===== src/rtl/output_arb_pkg.sv =====
// Shared types and defaults for the output FIFO write-port arbiter.
package output_arb_pkg;

    typedef enum logic {ARB_IDLE, ARB_LOCKED} arb_state_t;

    localparam int OUT_NREQ   = 4;
    localparam int OUT_DATA_W = 32;

    // Width of a source index; never narrower than one bit.
    function automatic int id_w(input int n);
        return (n <= 1) ? 1 : $clog2(n);
    endfunction

endpackage


===== src/rtl/rr_priority_pick.sv =====
// Round-robin pick: first asserted request at or after ptr, wrapping modulo NREQ.
module rr_priority_pick
    import output_arb_pkg::*;
#(
    parameter  int NREQ = OUT_NREQ,
    localparam int ID_W = id_w(NREQ)
) (
    input  logic [NREQ-1:0] req,
    input  logic [ID_W-1:0] ptr,
    output logic [ID_W-1:0] gnt_idx,
    output logic            any
);

    int j;

    // Walk the rotated order from farthest to nearest so the nearest hit wins.
    always_comb begin
        gnt_idx = '0;
        any     = 1'b0;
        j       = 0;
        for (int k = NREQ - 1; k >= 0; k--) begin
            j = int'(ptr) + k;
            if (j >= NREQ) begin
                j = j - NREQ;
            end
            if (req[j]) begin
                gnt_idx = ID_W'(j);
                any     = 1'b1;
            end
        end
    end

endmodule


===== src/rtl/output_fifo_wr_arbiter.sv =====
// Packet-locked round-robin arbiter feeding the output CDC FIFO write port.
// Each accepted word is tagged with its source index and held in a single
// output register until the FIFO takes it.
module output_fifo_wr_arbiter
    import output_arb_pkg::*;
#(
    parameter  int NREQ   = OUT_NREQ,
    parameter  int DATA_W = OUT_DATA_W,
    localparam int ID_W   = id_w(NREQ)
) (
    input  logic                   wclk,
    input  logic                   wrst_n,
    input  logic                   en,
    input  logic [NREQ-1:0]        req_valid,
    input  logic [NREQ*DATA_W-1:0] req_data,
    input  logic [NREQ-1:0]        req_last,
    output logic [NREQ-1:0]        req_ready,
    output logic                   winc,
    output logic [DATA_W+ID_W-1:0] wdata,
    input  logic                   wfull,
    output logic                   busy
);

    arb_state_t              state_q, state_d;
    logic [ID_W-1:0]         lock_q, lock_d;
    logic [ID_W-1:0]         ptr_q, ptr_d;
    logic                    winc_q, winc_d;
    logic [DATA_W+ID_W-1:0]  wdata_q, wdata_d;

    logic [ID_W-1:0]         pick_idx;
    logic                    pick_any;
    logic [ID_W-1:0]         gnt_idx;
    logic                    granted;
    logic                    out_free;
    logic                    accept;

    rr_priority_pick #(.NREQ(NREQ)) u_pick (
        .req     (req_valid),
        .ptr     (ptr_q),
        .gnt_idx (pick_idx),
        .any     (pick_any)
    );

    // A locked packet owns the port regardless of en; otherwise the round-robin pick does.
    always_comb begin
        if (state_q == ARB_LOCKED) begin
            granted = 1'b1;
            gnt_idx = lock_q;
        end else begin
            granted = en & pick_any;
            gnt_idx = pick_idx;
        end
    end

    // The output register can take a word if it is empty or being drained this cycle.
    assign out_free = ~winc_q | ~wfull;
    // Nothing is accepted while reset is held, so req_ready stays low during reset.
    assign accept   = wrst_n & granted & req_valid[gnt_idx] & out_free;

    // Ready is one-hot on the granted source, or all zero.
    always_comb begin
        req_ready          = '0;
        req_ready[gnt_idx] = accept;
    end

    // Next-state: lock/unlock, pointer advance, and output register load/drain.
    always_comb begin
        state_d = state_q;
        lock_d  = lock_q;
        ptr_d   = ptr_q;
        winc_d  = winc_q;
        wdata_d = wdata_q;
        if (accept) begin
            winc_d  = 1'b1;
            wdata_d = {gnt_idx, req_data[int'(gnt_idx)*DATA_W +: DATA_W]};
            if (req_last[gnt_idx]) begin
                state_d = ARB_IDLE;
                ptr_d   = (gnt_idx == ID_W'(NREQ - 1)) ? '0 : gnt_idx + ID_W'(1);
            end else begin
                state_d = ARB_LOCKED;
                lock_d  = gnt_idx;
            end
        end else if (!wfull) begin
            winc_d = 1'b0;
        end
    end

    // State and output registers; reset drops any held word and any lock.
    always_ff @(posedge wclk) begin
        if (!wrst_n) begin
            state_q <= ARB_IDLE;
            lock_q  <= '0;
            ptr_q   <= '0;
            winc_q  <= 1'b0;
            wdata_q <= '0;
        end else begin
            state_q <= state_d;
            lock_q  <= lock_d;
            ptr_q   <= ptr_d;
            winc_q  <= winc_d;
            wdata_q <= wdata_d;
        end
    end

    assign winc  = winc_q;
    assign wdata = wdata_q;
    assign busy  = (state_q == ARB_LOCKED) | winc_q;

endmodule


===== config.mk =====
export PLATFORM = sky130hd
export DESIGN_NAME = output_fifo_wr_arbiter
export DESIGN_NICKNAME = d
export VERILOG_FILES = /design/src/rtl/output_arb_pkg.sv /design/src/rtl/rr_priority_pick.sv /design/src/rtl/output_fifo_wr_arbiter.sv
export SDC_FILE = /design/constraint.sdc
export NUM_CORES = 1
export LEC_CHECK = 0
export CORE_MARGIN = 10
export CORE_UTILIZATION = 35
export DETAILED_ROUTE_END_ITERATION = 7
export MAX_ROUTING_LAYER = met4
export PLACE_DENSITY = 0.85
export RECOVER_POWER = 100
export SLEW_MARGIN = 20
export SYNTH_ARGS = -nofsm -noshare
export SYNTH_HDL_FRONTEND = slang
export SYNTH_SLANG_ARGS = --single-unit

===== constraint.sdc =====
create_clock -name wclk -period 2.7 [get_ports wclk]
set_input_delay 0.54 -clock wclk [delete_from_list [all_inputs] [get_ports wclk]]
set_output_delay 0.54 -clock wclk [all_outputs]
set_load 0.02 [all_outputs]

==> results of run 1 <==
[worst max-delay path: cells and delay by family, from the launching register on]
family	cells	cell delay (ns)
and+or+nand+nor	3	0.48
DFF	1	0.38
AOI/OAI and AO/OA	4	0.95
buffers and inverters	1	0.12
[power by group through the flow]
stage | Combinational [mW] | Sequential [mW] | Clock (mW)
floorplan | 0.950 | 0.831 | 0
global placement | 1.63 | 0.741 | 0
detailed placement | 1.66 | 0.745 | 0
CTS | 1.68 | 0.735 | 0.484
global route | 1.80 | 0.743 | 0.505
finish | 1.66 | 0.732 | 0.472
[flip-flops by register name, summed over array words and instances (netlist names)]
register,flops
ptr_q,2
winc,1
state_q,1
lock_q,2
wdata,34
[logic make-up after synthesis]
family / count (synthesis) / share of synthesized area (%)
compound gates: 124 / 34.0
simple gates: 99 / 18.2
buf+inv: 49 / 7.60
flops: 40 / 26.6
mux: 36 / 12.0
fa+ha+maj: 4 / 1.66
[how the worst max path moves through the flow]
stage	from	to	slack, ns	depth (start not counted)
detailed placement	req_valid[2]	req_ready[2]	-1.05	9
finish	ptr_q[1]	req_ready[2]	-0.07	8
floorplan	req_valid[3]	req_ready[0]	-0.05	10
CTS	ptr_q[1]	req_ready[2]	-0.06	8
global route	ptr_q[1]	req_ready[2]	-0.11	8
global placement	req_valid[2]	req_ready[0]	-0.98	9
[routing by layer]
metal  routed length [um]  vias up
li1                     -     1708
met1                 4920     1667
met2                 5970      157
met3                 1000       14
met4                  161        0
met5                    0        -
[synthesized netlist by cell type (2+ instances only)]
cell type / number
buf_2: 9
a221o_1: 32
nor2b_1: 5
clkbuf_1: 23
a211oi_1: 36
mux2i_1: 36
a21boi_1: 32
buf_1: 5
a21boi_0: 2
dfxtp_1: 40
inv_1: 6
a21oi_1: 5
a211o_1: 3
buf_6: 4
nand3_1: 36
and3_1: 37
nand2b_1: 4
o21ai_0: 3
o21a_1: 2
nand2_1: 11
ha_1: 4
and2_1: 2
[final cells by class]
class | count | area [sq um] | share of cell area (%)
multi-input combinational | 263 | 2050 | 40.1
timing repair buffer | 204 | 1990 | 38.9
clock inverter | 2 | 35.0 | 0.686
sequential | 40 | 805 | 15.7
tap | 105 | 131 | 2.57
inverter | 7 | 26.3 | 0.514
clock buffer | 6 | 72.6 | 1.42
[what timing repair did]
action                                  in CTS  in global routing
pin swaps                                    7                  5
endpoints found under the setup margin      43                 43
resized for setup                           48                  9
setup buffers                                1                  0
==> impl_metrics.env, run 1 <==
export IMPL_status="complete, but fails checks"
export IMPL_violations="negative setup slack"
export IMPL_via_per_inst=5.66
export IMPL_cts_tree="built"
export IMPL_worstMarginPinSlew_ns=0.508
export IMPL_cts_root_buf="clkbuf_8"
export IMPL_synth_edf_count=0
export IMPL_met3_usage_pct=4.81
export IMPL_synth_top_area_cell="dfxtp_1"
export IMPL_start_util_pct=36.3
export IMPL_dieHeight_um=113
export IMPL_min_delay_path_class="flop to flop"
export IMPL_dp_slack_ns=-1.05
export IMPL_routed_wl_mm=12.1
export IMPL_setup_tns_ns=-0.263
export IMPL_dpl_hpwl_mm=8.92
export IMPL_stdcell_area_sq_um=5110
export IMPL_synth_ff_type="dfxtp_1"
export IMPL_drc=0
export IMPL_io_buffers=179
export IMPL_rows=33
export IMPL_post_drt_wl_per_cell_um=19.2
export IMPL_yosys_top_cells_area="dfxtp_1 (27%), mux2i_1 (12%), a221o_1 (11%), a211oi_1 (9.0%), a21boi_1 (8.0%)"
export IMPL_hold_violations=0
export IMPL_drt_iter0_drc=204
export IMPL_reg2reg_slack_ns=0.09
export IMPL_final_cells=627
export IMPL_ios=180
export IMPL_max_freq_ghz=0.361
export IMPL_htreeDepth=2
export IMPL_cp_data_arrival_time_ns=2.23
export IMPL_power_combinational_fraction_pct=57.9
export IMPL_slew_headroom_pct=66.1
export IMPL_final_cell_mix="clkdlybuf4s50_1 (135), dfxtp_1 (39), and3_1 (37)"
export IMPL_cp_max_fo=8
export IMPL_drive_gt1_share_pct=11.5
export IMPL_grt_usage_pct=18.1
export IMPL_power_density_nw_per_um2=560
export IMPL_use_met1_pct=21.2
export IMPL_die_width_um=113
export IMPL_grt_ovfl_total=0
export IMPL_leakagePower_nw=2.05
export IMPL_drt_pass1_iter_count=4
export IMPL_grt_max_degree=71
export IMPL_vias=3546
export IMPL_clkTransAtPathRegs_ns=0.08
export IMPL_min_path_cells=2
export IMPL_grt_antenna_before_repair=0
export IMPL_whs_endpoint="wdata[17]"
export IMPL_syn_avg_cell_area_sq_um=8.56
export IMPL_yosys_warnings=0
export IMPL_n_antenna_cell=0
export IMPL_worstSetupEndpointType="output port"
export IMPL_final_common_cell="clkdlybuf4s50_1"
export IMPL_finClkSkew_ns=0.00816
export IMPL_p_switching_mw=1.10
export IMPL_grtUsageMet2_pct=30.2
export IMPL_setup_ws_ns=-0.0690
export IMPL_top_usage_layer="met2"
export IMPL_cap_violations=0
export IMPL_ant_nets=0
export IMPL_cpPeakStageDelay_ns=0.38
export IMPL_synth_net_count=496
export IMPL_gp_congestion=0.875
export IMPL_hold_slack_ns=0.458
export IMPL_grt_setup_unrepaired="yes"
export IMPL_n_fill_cell=700
export IMPL_grt_pass1_wl_mm=19.0
export IMPL_core_sq_um=8300
export IMPL_timing_final_crit_share_pct=103
export IMPL_path_cells="and3b_1 > a211oi_2 > o221a_2 > o21ai_1 > a211o_2 > and2_4 > nor2b_4 > buf_6"
export IMPL_r2r_end="state_q"
export IMPL_final_nets=665
export IMPL_synth_top_area_share_pct=26.6
export IMPL_r2r_start="ptr_q[1]"
export IMPL_cts_hold_buf=0
export IMPL_fp_dieArea_sq_um=12700
export IMPL_setup_viol=4
export IMPL_critPathKind="flop to output port"
export IMPL_syn2layout_area_growth_pct=69.5
export IMPL_slew_violations=0
export IMPL_numCtsBuffers=5
export IMPL_placed_area_sq_um=4960
export IMPL_clock_power_share_pct=16.5
export IMPL_worstHoldStart="wdata[17]"
export IMPL_syn_area_sq_um=3010
export IMPL_finalCriticalPeriod_ns=2.77
export IMPL_ys_seq_area_share_pct=26.6
export IMPL_dpl_cell_count=618
export IMPL_vdd_drop_max_v=0.000431
export IMPL_ys_seq_elements=40
export IMPL_synthArstFlopShare_pct=0
export IMPL_finalPower_mw=2.86
export IMPL_syn_inst=352
export IMPL_startpoint_type="flop"
export IMPL_seq_power_share_pct=25.6
export IMPL_insertion_delay_ns=0.28
export IMPL_clock_sinks=40
export IMPL_cts_path_max_buffers=2
export IMPL_critPathSlowestCell="dfxtp_4"
export IMPL_synth_distinct_cells=37
export IMPL_final_util_pct=61.6
export IMPL_grt_pass1_vias=3616
export IMPL_p_sw_share_pct=38.6
export IMPL_r2r_cells=9
export IMPL_worstPathRequired_ns=2.16
export IMPL_internal_power_mw=1.76
Power figures use the tool's default switching activity.
==> inputs of run 2 (changes only) <==
--- a/config.mk
+++ b/config.mk
@@ -11,7 +11,6 @@
 export MAX_ROUTING_LAYER = met4
 export PLACE_DENSITY = 0.85
 export RECOVER_POWER = 100
-export SLEW_MARGIN = 20
 export SYNTH_ARGS = -nofsm -noshare
 export SYNTH_HDL_FRONTEND = slang
 export SYNTH_SLANG_ARGS = --single-unit
==> results of run 2 <==
Final layout, timing and power as in run 1 (identical DEF).
==> inputs of run 3 (changes only) <==
--- a/config.mk
+++ b/config.mk
@@ -5,6 +5,7 @@
 export SDC_FILE = /design/constraint.sdc
 export NUM_CORES = 1
 export LEC_CHECK = 0
+export CORE_ASPECT_RATIO = 2
 export CORE_MARGIN = 10
 export CORE_UTILIZATION = 35
 export DETAILED_ROUTE_END_ITERATION = 7
==> run 3 against run 2 <==
Effect of this change: the run still ends with negative setup slack left; maximum frequency increased by 1.4%; largest cell class unchanged; highest routed layer unchanged; critical path type is now primary input to output port; combinational power about the same; clock-buffer cell count unchanged; die area increased by 1.8%; worst setup slack improved by 0.038 ns.
==> impl_metrics.env, run 3 (synthesis gave the netlist of run 1 again) <==
export IMPL_status="complete, but fails checks"
export IMPL_violations="negative setup slack"
export IMPL_numCtsBuffers=5
export IMPL_finClkSkew_ns=0.00501
export IMPL_ant_nets=0
export IMPL_clock_sinks=40
export IMPL_timing_final_crit_share_pct=101
export IMPL_cp_top_family="compound AO/OA/AOI/OAI gates"
export IMPL_io_buffers=179
export IMPL_routed_wl_mm=12.8
export IMPL_path_cells="buf_6 > and3b_1 > a211oi_2 > o221a_2 > o21ai_2 > a211o_2 > and2_4 > nor2b_4 > buf_6"
export IMPL_cts_tree="built"
export IMPL_leakagePower_nw=2.05
export IMPL_cts_root_buf="clkbuf_16"
export IMPL_htreeDepth=2
export IMPL_cts_path_max_buffers=2
export IMPL_stdcell_area_sq_um=5120
export IMPL_dieHeight_um=151
export IMPL_cpPeakStageDelay_ns=0.34
export IMPL_critPathKind="primary input to output port"
export IMPL_startpoint_type="primary input"
export IMPL_clkTransAtPathRegs_ns=0.06
export IMPL_cp_data_arrival_time_ns=2.19
export IMPL_power_density_nw_per_um2=577
export IMPL_setup_tns_ns=-0.117
export IMPL_drt_pass1_iter_count=4
export IMPL_cts_hold_buf=0
export IMPL_cp_buffers_inverters=2
export IMPL_final_nets=664
export IMPL_fp_dieArea_sq_um=12900
export IMPL_finalCriticalPeriod_ns=2.73
export IMPL_cpMostUsedCell="buf_6"
export IMPL_drt_iter0_drc=265
export IMPL_largest_register_ffs=34
export IMPL_hold_slack_ns=0.457
export IMPL_setup_ws_ns=-0.0310
export IMPL_worstMarginPinSlew_ns=0.701
export IMPL_grt_pass1_vias=3663
export IMPL_grt_antenna_before_repair=0
export IMPL_final_common_cell="clkdlybuf4s50_1"
export IMPL_grt_setup_unrepaired="yes"
export IMPL_critPathSlowestCell="a211o_2"
export IMPL_post_drt_wl_per_cell_um=20.7
export IMPL_setup_viol=4
export IMPL_slew_violations=0
export IMPL_gp_congestion=0.955
export IMPL_min_delay_path_class="flop to flop"
export IMPL_rows=47
export IMPL_grt_pass1_wl_mm=19.7
export IMPL_worstSetupEndpointType="output port"
export IMPL_placed_area_sq_um=4950
export IMPL_dp_slack_ns=-0.979
export IMPL_insertion_delay_ns=0.28
export IMPL_core_sq_um=8350
export IMPL_n_antenna_cell=0
export IMPL_grt_ovfl_total=0
export IMPL_grt_max_degree=71
export IMPL_slew_headroom_pct=53.3
export IMPL_reg2reg_slack_ns=0
export IMPL_die_width_um=85.6
export IMPL_hold_violations=0
export IMPL_max_freq_ghz=0.366
export IMPL_ios=180
export IMPL_vias=3582
export IMPL_worstPathRequired_ns=2.16
export IMPL_drc=0
export IMPL_n_fill_cell=732
export IMPL_via_per_inst=5.79
export IMPL_start_util_pct=36.1
export IMPL_grt_usage_pct=19.1
export IMPL_vdd_drop_max_v=0.000812
export IMPL_dpl_hpwl_mm=9.68
export IMPL_cp_max_fo=6
export IMPL_cap_violations=0
export IMPL_syn2layout_area_growth_pct=70.0
export IMPL_drive_gt1_share_pct=11.5
export IMPL_final_cell_mix="clkdlybuf4s50_1 (135), dfxtp_1 (38), and3_1 (37)"
==> run 3: changes by cell type in the layout (fill, tap and decap cells not counted), sizes merged <==
cell and change:
bufinv -1, clkinv +1, clkdlybuf4s15 -1
==> run 3: stage by stage <==
stage | power [mW] | instances | utilization [%]
6_report | 2.96 | 619 | 61.4
5_1_grt | 3.14 | 619 | 61.4
4_1_cts | 3.01 | 619 | 61.1
3_5_place_dp | 2.40 | 611 | 59.3
3_3_place_gp | 2.35 | 611 | 59.3
2_1_floorplan | 1.78 | 352 | -
==> run 3: final timing paths <==
check,start,endpoint,cells after the start
setup reg to reg,ptr_q[0],state_q,11
hold reg to reg,wdata[3],wdata[3],2
hold / removal,wdata[3],wdata[3],2
setup / recovery,req_valid[3],req_ready[1],9
==> run 3: worst register-to-register path: cells and delay by family (launching register included) <==
kind,cells,cell delay [ns]
compound gates,4,0.91
buf+inv,5,0.90
flops,1,0.38
simple gates,2,0.41
==> run 3: report_power, final <==
| group | leakage, nW | internal [mW] | total [mW] | switching, mW |
|---|---|---|---|---|
| clock network | 0.0766 | 0.364 | 0.593 | 0.230 |
| registers | 0.326 | 0.681 | 0.731 | 0.0499 |
| logic | 1.64 | 0.776 | 1.63 | 0.855 |
| total | 2.05 | 1.82 | 2.96 | 1.13 |
==> run 3: what timing repair did <==
item,in CTS,in global routing
setup endpoints to repair,44,9
setup buffers,0,0
pin swaps,5,11
gates resized for setup,49,8
hold endpoints to repair,0,0
==> run 3: final cells by class <==
type	instances	area, sq um	area share, %
Sequential cell	40	806	15.7
Timing Repair Buffer	203	1970	38.5
Tap cell	98	123	2.39
Clock inverter	2	10.0	0.195
Multi-Input combinational cell	263	2050	40.0
Inverter	7	26.3	0.513
Clock buffer	6	139	2.71
==> run 3: routing by layer <==
layer	vias up	share of wire [%]	track usage, %
li1	1703	-	-
met1	1712	36	19.6
met2	146	57	36.0
met3	21	5.0	2.64
met4	0	2.4	6.21
met5	-	0	-
